### src/rtl/l2_ins_pkg.sv
// Shared constants and FSM encoding for the L2 instruction responder and its request queue.
// Default widths, the RISC-V NOP returned for out-of-range fetches, and the response FSM states.
package l2_ins_pkg;

  localparam int DEF_ADDRESS_WIDTH = 32;
  localparam int DEF_L2_BUS_WIDTH  = 32;
  localparam int DEF_QUEUE_DEPTH   = 4;
  localparam int DEF_MEMORY_DEPTH  = 1024;

  localparam logic [31:0] NOP_INS = 32'h0000_0013;

  typedef enum logic [1:0] {
    ST_IDLE = 2'd0,
    ST_REQ  = 2'd1,
    ST_WAIT = 2'd2,
    ST_RESP = 2'd3
  } state_e;

endpackage

### src/rtl/l2_ins_request_fifo.sv
// In-order request queue of word addresses; head visible combinationally, pop takes effect at the edge.
// Push ready is registered from the next occupancy, so it stays low on a full cycle even if a pop lands.
module l2_ins_request_fifo
  import l2_ins_pkg::*;
#(
  parameter int WIDTH = DEF_ADDRESS_WIDTH - 2,
  parameter int DEPTH = DEF_QUEUE_DEPTH
) (
  input  logic             clk,
  input  logic             rst,
  input  logic             push,
  input  logic [WIDTH-1:0] push_dat,
  input  logic             pop,
  output logic             push_rdy,
  output logic             full,
  output logic             empty,
  output logic [WIDTH-1:0] head_dat
);

  localparam int PW = $clog2(DEPTH);

  logic [PW-1:0]    wr_ptr_q, wr_ptr_d;
  logic [PW-1:0]    rd_ptr_q, rd_ptr_d;
  logic [PW:0]      count_q, count_d;
  logic             rdy_q, rdy_d;
  logic [WIDTH-1:0] mem_q [DEPTH];
  logic [WIDTH-1:0] mem_d [DEPTH];
  logic             do_push;
  logic             do_pop;

  assign do_push  = push & rdy_q;
  assign do_pop   = pop & ~empty;
  assign empty    = (count_q == '0);
  assign full     = (count_q == (PW+1)'(DEPTH));
  assign push_rdy = rdy_q;
  assign head_dat = mem_q[rd_ptr_q];

  // Pointers are log2(DEPTH) wide, so increment wraps modulo DEPTH.
  always_comb begin
    mem_d    = mem_q;
    wr_ptr_d = wr_ptr_q + PW'(do_push);
    rd_ptr_d = rd_ptr_q + PW'(do_pop);
    count_d  = count_q + (PW+1)'(do_push) - (PW+1)'(do_pop);
    rdy_d    = (count_d != (PW+1)'(DEPTH));
    if (do_push) begin
      mem_d[wr_ptr_q] = push_dat;
    end
  end

  always_ff @(posedge clk or posedge rst) begin
    if (rst) begin
      wr_ptr_q <= '0;
      rd_ptr_q <= '0;
      count_q  <= '0;
      rdy_q    <= 1'b1;
      mem_q    <= '{default: '0};
    end else begin
      wr_ptr_q <= wr_ptr_d;
      rd_ptr_q <= rd_ptr_d;
      count_q  <= count_d;
      rdy_q    <= rdy_d;
      mem_q    <= mem_d;
    end
  end

endmodule

### src/rtl/l2_instruction_responder.sv
// L2 instruction responder: queued L1 fetches, one outstanding memory read, response held until L1 ready (min 3 edges).
// Optional L2_INS_RANGE_CHECK_EN answers out-of-range fetches with a NOP and raises sticky RANGE_ERROR.
module l2_instruction_responder
  import l2_ins_pkg::*;
#(
  parameter int ADDRESS_WIDTH = DEF_ADDRESS_WIDTH,
  parameter int L2_BUS_WIDTH  = DEF_L2_BUS_WIDTH,
  parameter int QUEUE_DEPTH   = DEF_QUEUE_DEPTH,
  parameter int MEMORY_DEPTH  = DEF_MEMORY_DEPTH
) (
  input  logic                            CLK,
  input  logic                            RST,
  input  logic                            ADDRESS_TO_L2_VALID_INS,
  output logic                            ADDRESS_TO_L2_READY_INS,
  input  logic [ADDRESS_WIDTH-3:0]        ADDRESS_TO_L2_INS,
  output logic                            DATA_FROM_L2_VALID_INS,
  input  logic                            DATA_FROM_L2_READY_INS,
  output logic [L2_BUS_WIDTH-1:0]         DATA_FROM_L2_INS,
  output logic                            MEM_READ_VALID,
  input  logic                            MEM_READ_READY,
  output logic [$clog2(MEMORY_DEPTH)-1:0] MEM_READ_ADDRESS,
  input  logic                            MEM_READ_DATA_VALID,
  input  logic [L2_BUS_WIDTH-1:0]         MEM_READ_DATA,
  output logic                            RANGE_ERROR
);

  localparam int WA = ADDRESS_WIDTH - 2;
  localparam int MA = $clog2(MEMORY_DEPTH);

  state_e                  state_q, state_d;
  logic [L2_BUS_WIDTH-1:0] rsp_dat_q, rsp_dat_d;
  logic                    rsp_vld_q, rsp_vld_d;
  logic                    range_err_q, range_err_d;

  logic                    fifo_pop;
  logic                    fifo_empty;
  logic                    unused_fifo_full;
  logic [WA-1:0]           head_dat;
  logic                    head_oor;
  logic                    rsp_hs;
  logic                    launch;
  logic                    skip;

  l2_ins_request_fifo #(
    .WIDTH (WA),
    .DEPTH (QUEUE_DEPTH)
  ) u_fifo (
    .clk      (CLK),
    .rst      (RST),
    .push     (ADDRESS_TO_L2_VALID_INS),
    .push_dat (ADDRESS_TO_L2_INS),
    .pop      (fifo_pop),
    .push_rdy (ADDRESS_TO_L2_READY_INS),
    .full     (unused_fifo_full),
    .empty    (fifo_empty),
    .head_dat (head_dat)
  );

`ifdef L2_INS_RANGE_CHECK_EN
  assign head_oor = (head_dat >= WA'(MEMORY_DEPTH));
`else
  // Upper address bits alias onto the memory; nothing is ever out of range.
  logic unused_head_hi;
  assign unused_head_hi = ^head_dat[WA-1:MA];
  assign head_oor       = 1'b0;
`endif

  assign rsp_hs = rsp_vld_q & DATA_FROM_L2_READY_INS;
  // A new head is started from IDLE, or straight out of RESP as the response is taken.
  assign launch = ~fifo_empty & ((state_q == ST_IDLE) | ((state_q == ST_RESP) & rsp_hs));
  assign skip   = launch & head_oor;

  assign DATA_FROM_L2_VALID_INS = rsp_vld_q;
  assign DATA_FROM_L2_INS       = rsp_dat_q;
  assign RANGE_ERROR            = range_err_q;

  always_ff @(posedge CLK or posedge RST) begin
    if (RST) begin
      state_q     <= ST_IDLE;
      rsp_dat_q   <= '0;
      rsp_vld_q   <= 1'b0;
      range_err_q <= 1'b0;
    end else begin
      state_q     <= state_d;
      rsp_dat_q   <= rsp_dat_d;
      rsp_vld_q   <= rsp_vld_d;
      range_err_q <= range_err_d;
    end
  end

  always_comb begin
    state_d = state_q;
    case (state_q)
      ST_IDLE: if (launch) state_d = skip ? ST_RESP : ST_REQ;
      ST_REQ:  if (MEM_READ_READY) state_d = ST_WAIT;
      ST_WAIT: if (MEM_READ_DATA_VALID) state_d = ST_RESP;
      ST_RESP: begin
        if (rsp_hs) begin
          if (launch) state_d = skip ? ST_RESP : ST_REQ;
          else        state_d = ST_IDLE;
        end
      end
      default: state_d = ST_IDLE;
    endcase
  end

  always_comb begin
    MEM_READ_VALID   = (state_q == ST_REQ);
    MEM_READ_ADDRESS = (state_q == ST_REQ) ? head_dat[MA-1:0] : '0;
    fifo_pop         = ((state_q == ST_REQ) & MEM_READ_READY) | skip;
    rsp_vld_d        = rsp_vld_q;
    rsp_dat_d        = rsp_dat_q;
    range_err_d      = range_err_q | skip;
    if (rsp_hs) begin
      rsp_vld_d = 1'b0;
    end
    if ((state_q == ST_WAIT) & MEM_READ_DATA_VALID) begin
      rsp_vld_d = 1'b1;
      rsp_dat_d = MEM_READ_DATA;
    end
    if (skip) begin
      rsp_vld_d = 1'b1;
      rsp_dat_d = L2_BUS_WIDTH'(NOP_INS);
    end
  end

endmodule

### config.mk
export PLATFORM = sky130hd
export DESIGN_NAME = l2_instruction_responder
export DESIGN_NICKNAME = d
export VERILOG_FILES = /design/src/rtl/l2_ins_pkg.sv /design/src/rtl/l2_ins_request_fifo.sv /design/src/rtl/l2_instruction_responder.sv
export SDC_FILE = /design/constraint.sdc
export NUM_CORES = 1
export LEC_CHECK = 0
export ABC_AREA = 1
export BUFFER_PORTS_ARGS = -buffer_cell sky130_fd_sc_hd__clkbuf_2
export CELL_PAD_IN_SITES_DETAIL_PLACEMENT = 1
export CELL_PAD_IN_SITES_GLOBAL_PLACEMENT = 1
export CORE_MARGIN = 3
export CORE_UTILIZATION = 39
export CTS_CLUSTER_SIZE = 10
export DETAILED_ROUTE_END_ITERATION = 8
export PLACE_DENSITY_LB_ADDON = 0.1
export SLEW_MARGIN = 20
export SYNTH_ARGS = -nofsm -noshare
export SYNTH_HDL_FRONTEND = slang
export SYNTH_SLANG_ARGS = --single-unit
### constraint.sdc
create_clock -name CLK -period 2.45 [get_ports CLK]
set_input_delay 0 -clock CLK [delete_from_list [all_inputs] [get_ports CLK]]
set_output_delay 0 -clock CLK [all_outputs]
set_load 0.01 [all_outputs]
* After elaboration in Yosys (flattened, before gate mapping)
Cells that the tools add are included.
** Cells by class
- Bitwise logic cells :: 11
- Mux-type cells :: 15
- $add $sub $neg :: 4
- Reduce and logical (&&, ||, !) cells :: 5
- Magnitude comparators :: 3
- Equality and inequality tests :: 8
** Operator list (number)
- 120-bit bitwise mux :: 1
- 30-bit binary-select mux with 2-bit select :: 1
- 30-bit demux with 2-bit select :: 1
- 10-bit two-way mux :: 3
- 30-bit two-way mux :: 1
- 2-bit two-way mux :: 4
- 2-bit one-hot mux with 4 select lines :: 1
- 1-bit AND :: 7
- 3-bit >= comparator, second input constant :: 2
- 2-bit inequality test, second input constant :: 3
- 2-bit inverter with 3-bit output :: 2
- 2-bit by 1-bit adder with 2-bit output :: 2
- 2-bit equality test, second input constant :: 2
- 4-bit AND reduction :: 1
- 3-bit by 1-bit adder with 3-bit output :: 1
- 3-bit zero test :: 1
- 3-bit by 1-bit less-than comparator with 1-bit output, second input constant :: 1
- 1-bit two-way mux :: 3
- 3-bit inequality test, second input constant :: 1
- 3-bit by 1-bit subtractor with 3-bit output :: 1
- 2-bit by 1-bit equality test with 1-bit output, second input constant :: 1
- 2-bit zero test :: 1
- 2-bit by 1-bit inequality test with 1-bit output, second input constant :: 1
- 2-bit nonzero test :: 1
- other kinds (3) :: 3
** Word-level totals
- Flip-flop bits (word level) :: 163
- Word-level logic and storage cells :: 57

* Logic depth before layout (Yosys ltp)
- Depth in word-level cells :: 7
- Depth in mapped cells :: 11

* By module
A second synthesis with hierarchy kept.
** Unflattened totals
- Cells, all modules :: 790
- Area total of the unflattened synthesis :: 7609.8 µm²
** Modules (own cells, without submodules)
- l2_ins_request_fifo :: seq. area each 3204.3 µm², cells each 664, area an instance 5963.2 µm², instances 1
- l2_instruction_responder :: seq. area each 875.8 µm², cells each 126, area an instance 1646.6 µm², instances 1

* Least setup slack after synthesis
Ideal clock, no wire load.
- Kind :: register -> register
- From :: register state_q[1]
- To :: register u_fifo.rdy_q (netlist: u_fifo.push_rdy)
- Buffers on the path :: 0
- Clock period less this slack :: 2.076 ns
- Arrival time :: 1.994 ns
- Required time :: 2.368 ns
- Path slack :: 0.374 ns
- Library setup time :: 0.082 ns
- Stages on the path, launching flop included :: 12
- Cell sequence :: dfrtp_1 -> inv_1 -> ha_1 -> nand2_1 -> inv_1 -> nand3_1 -> o21ai_0 -> ha_1 -> fa_1 -> xnor2_1 -> xor2_1 -> nand2_1
** Between the ends
- Word-level cells in the longest chain between the ends :: 5
** RTL lines
- start: declaration :: RTL line l2_instruction_responder.sv:30 : state_e state_q, state_d;
- start signal: assignment :: RTL line l2_instruction_responder.sv:84 : state_q <= state_d;
- 2-bit by 1-bit equality test with 1-bit output
- net MEM_READ_VALID :: RTL line l2_instruction_responder.sv:19 : output logic MEM_READ_VALID,
- 1-bit AND :: RTL line l2_instruction_responder.sv:110 : fifo_pop = ((state_q == ST_REQ) & MEM_READ_READY) | skip;
- 1-bit AND :: RTL line l2_ins_request_fifo.sv:32 : assign do_pop = pop & ~empty;
- 3-bit by 1-bit subtractor with 3-bit output :: RTL line l2_ins_request_fifo.sv:43 : count_d = count_q + (PW+1)'(do_push) - (PW+1)'(do_pop);
- net u_fifo.count_d[2] :: RTL line l2_ins_request_fifo.sv:24 : logic [PW:0] count_q, count_d;
- 3-bit inequality test :: RTL line l2_ins_request_fifo.sv:44 : rdy_d = (count_d != (PW+1)'(DEPTH));
- net u_fifo.rdy_d :: RTL line l2_ins_request_fifo.sv:25 : logic rdy_q, rdy_d;
- end signal: assignment :: RTL line l2_ins_request_fifo.sv:61 : rdy_q <= rdy_d;
- end: declaration :: RTL line l2_ins_request_fifo.sv:25
The timed path passes the listed nets, and every way through them passes these cells.
A chain may end at the register's enable or synchronous reset.

* Worst setup path in the final report
- From :: register state_q[1]
- To :: register u_fifo.rdy_q (netlist: u_fifo.push_rdy)
** Between the ends
- Word-level cells in the longest chain between the ends :: 5
** RTL lines (RTL line)
- 2-bit by 1-bit equality test with 1-bit output :: l2_instruction_responder.sv:110
- 1-bit AND :: l2_instruction_responder.sv:110
- 1-bit AND :: l2_ins_request_fifo.sv:32
- 3-bit by 1-bit subtractor with 3-bit output :: l2_ins_request_fifo.sv:43
- net u_fifo.count_d[2] :: l2_ins_request_fifo.sv:24
- 3-bit inequality test :: l2_ins_request_fifo.sv:44
- net u_fifo.rdy_d :: l2_ins_request_fifo.sv:25
The timed path passes the listed nets, and every way through them passes these cells.

==> results.json <==
{
  "status": "finished clean",
  "total_power_mw": 6.01,
  "post_cts_buffers": 0,
  "p_leak_nw": 2.56,
  "max_freq_mhz": 453,
  "cts_tree": "built",
  "crit_arrival_ps": 2490,
  "synth_cells": 360,
  "root_buffer": "clkbuf_8",
  "finClkSkew_ps": 12.0,
  "cp-start-kind": "register",
  "core_area_mm2": 0.00928,
  "crit_start": "state_q[1]",
  "grt_remaining_overflow": 0,
  "worstSetupPathType": "register to register",
  "post-place-ws_ps": 245,
  "synth_seq_area_share_pct": 55.5,
  "yosys_warnings": 0,
  "clock_path_buffers": 2,
  "synth_nets": 436,
  "power_density_mw_per_mm2": 1220,
  "setup_tns_ps": 0,
  "reg2reg_from": "state_q[1]",
  "grt_start_max_net_pins": 45,
  "worstPathRequired_ps": 2730,
  "setup_ws_ps": 242,
  "synthFlopType": "dfrtp_1",
  "rrSetupSlack_ps": 240,
  "hold_viol_final": 0,
  "routed_via_density": 4.65,
  "cts_buffers": 9,
  "ioPinCount": 114,
  "first_pass_iters": 4,
  "slew_violations": 0,
  "final_cells": 629,
  "postPlaceCellArea_mm2": 0.00432,
  "drtIter0Drc": 125,
  "track_usage_pct": 18.4,
  "synth-edff-count": 0,
  "ys_ff_latch": 83,
  "start_util_pct": 40.4,
  "worst_slew_pin_slew_ps": 816,
  "r2r_end": "u_fifo.push_rdy",
  "rsz0062_at_grt": "false",
  "path_cells": "inv_1 -> ha_1 -> nand2_1 -> inv_1 -> nand3_1 -> o21ai_0 -> ha_1 -> fa_1 -> xnor2_1 -> xor2_1 -> nand2_1",
  "layout-drive-gt1-share_pct": 30.1,
  "regArea_mm2": 0.00208,
  "dpl.hpwl_um": 6150,
  "multi_input_area_mm2": 0.00142,
  "slew_headroom_pct": 45.5,
  "cts_num_sinks": 83,
  "ir_drop_mv": 0.520,
  "grt_pass1_vias": 3090,
  "layout_commonest_cell": "clkbuf_2",
  "async_flop_share_pct": 100,
  "worst_path_max_delay_cell": "dfrtp_1",
  "slowest_delay_ps": 400,
  "setup-violations-final": 0,
  "detail_route.wl_per_cell_um": 15.3,
  "via_count": 2926,
  "drc": 0,
  "placement_rows": 35,
  "finalNetCount": 570,
  "min_path_type": "primary input to register",
  "syn2layout_area_growth_pct": 31.8,
  "whs_ps": 55.9,
  "antenna_found_initial": 1,
  "chipHeight_um": 104,
  "netlist_area_mm2": 0.00375,
  "endpoint_kind": "register",
  "cts-htree-levels": 3,
  "dieWidth_um": 104,
  "portBuffers": 92,
  "finish.instance_area_mm2": 0.00494,
  "layout_common_cells": "clkbuf_2 (92), dfrtp_1 (82), nand2_1 (68)",
  "min_period_over_period_pct": 90.1,
  "reg2regPathDepth": 11,
  "fillers": 1078,
  "endpoint": "u_fifo.push_rdy",
  "final_util_pct": 53.2,
  "drv_cap": 0,
  "period_minus_slack_ps": 2210,
  "antenna_left": 0,
  "wirelength_um": 9650,
  "grt_pass1_wl_um": 15900,
  "cts.reportedPaths.clkPinSlew_ps": 90,
  "dp_cells": 568,
  "die-area_mm2": 0.0108,
  "clk_latency_ps": 350,
  "ys_types": 27,
  "syn_area_per_cell_um2": 10.4,
  "crit_path_max_fanout": 4,
  "place_congestion": 0.741,
  "post_cts_resized": 0
}
==> report_power, final <==
part | total [mW] | switching (mW) | internal, mW
Combinational | 2.59 | 1.36 | 1.23
Clock | 0.900 | 0.524 | 0.375
Sequential | 2.52 | 0.475 | 2.05
==> synth_stat cells (2+ instances only) <==
library cell  count  area share [%]
nor2_1           28             2.8
clkbuf_1          2            0.20
mux2_2            3            0.90
a21oi_1          11             1.5
nand3_1           6            0.80
buf_6             3            0.90
o21ai_1           9             1.2
xor2_1            3            0.70
nand2_1          68             6.8
ha_1              7             2.3
inv_1            33             3.3
o211ai_1         11             2.2
o21ai_0          43             5.7
dfrtp_1          82              55
buf_4             3            0.60
buf_2             9             1.2
mux2_4           29              12
==> routing by layer <==
| metal | vias up | global-route usage [%] | share of wire (%) |
|---|---|---|---|
| met5 | - | 0 | 0 |
| met4 | 0 | 6.65 | 2.1 |
| met3 | 18 | 3.17 | 2.7 |
| met2 | 48 | 31.8 | 51 |
| met1 | 1419 | 23.2 | 45 |
| li1 | 1441 | - | - |
==> area by class of cell <==
| class | count | area share (%) |
|---|---|---|
| antenna | 1 | 0.0507 |
| clock inverter | 7 | 1.06 |
| timing repair buffer | 141 | 19.5 |
| multi-input combinational | 224 | 28.8 |
| clock buffer | 9 | 2.51 |
| tap | 129 | 3.27 |
| inverter | 35 | 2.69 |
| sequential | 83 | 42.1 |
==> flip-flops by register name, summed over array words and instances, names as in the netlist <==
| name | count |
|---|---|
| u_fifo.mem_q | 40 |
| u_fifo.push_rdy | 1 |
| state_q | 2 |
| DATA_FROM_L2_INS | 32 |
| u_fifo.rd_ptr_q | 2 |
| u_fifo.wr_ptr_q | 2 |
| DATA_FROM_L2_VALID_INS | 1 |
| u_fifo.count_q | 3 |
==> worst min-delay path by stage <==
stage | startpoint | endpoint | slack [ps] | cells past startpoint
floorplan | DATA_FROM_L2_READY_INS | DATA_FROM_L2_VALID_INS | 110 | 1
global placement | RST | DATA_FROM_L2_INS[21] | 150 | 2
detailed placement | RST | DATA_FROM_L2_INS[21] | 160 | 2
CTS | ADDRESS_TO_L2_VALID_INS | u_fifo.wr_ptr_q[0] | 50 | 4
global route | ADDRESS_TO_L2_VALID_INS | u_fifo.wr_ptr_q[0] | 80 | 4
finish | ADDRESS_TO_L2_VALID_INS | u_fifo.wr_ptr_q[0] | 60 | 4
==> repair_timing <==
action	in CTS	in global routing
hold buffers	44	0
hold endpoints to repair	116	0
endpoints found under the setup margin	0	0
==> worst max-delay path, delay by kind of cell, from the launching register on <==
family / cells / cell delay (ps)
AND/OR/NAND/NOR: 3 / 270
XOR/XNOR: 2 / 380
adder cells (fa/ha/maj): 3 / 810
flip-flops: 1 / 400
AO/OA/AOI/OAI: 1 / 100
buffers and inverters: 2 / 160
==> kinds of logic after synthesis <==
group / synth area share (%)
AOI/OAI and AO/OA: 10.6
xor gates and xnor gates: 0.935
adders and majority gates: 2.87
buffers and inverters: 6.55
DFF: 55.5
muxes: 12.5
other: 0.100
and+or+nand+nor: 10.9
(Power assumes the default switching activity.)
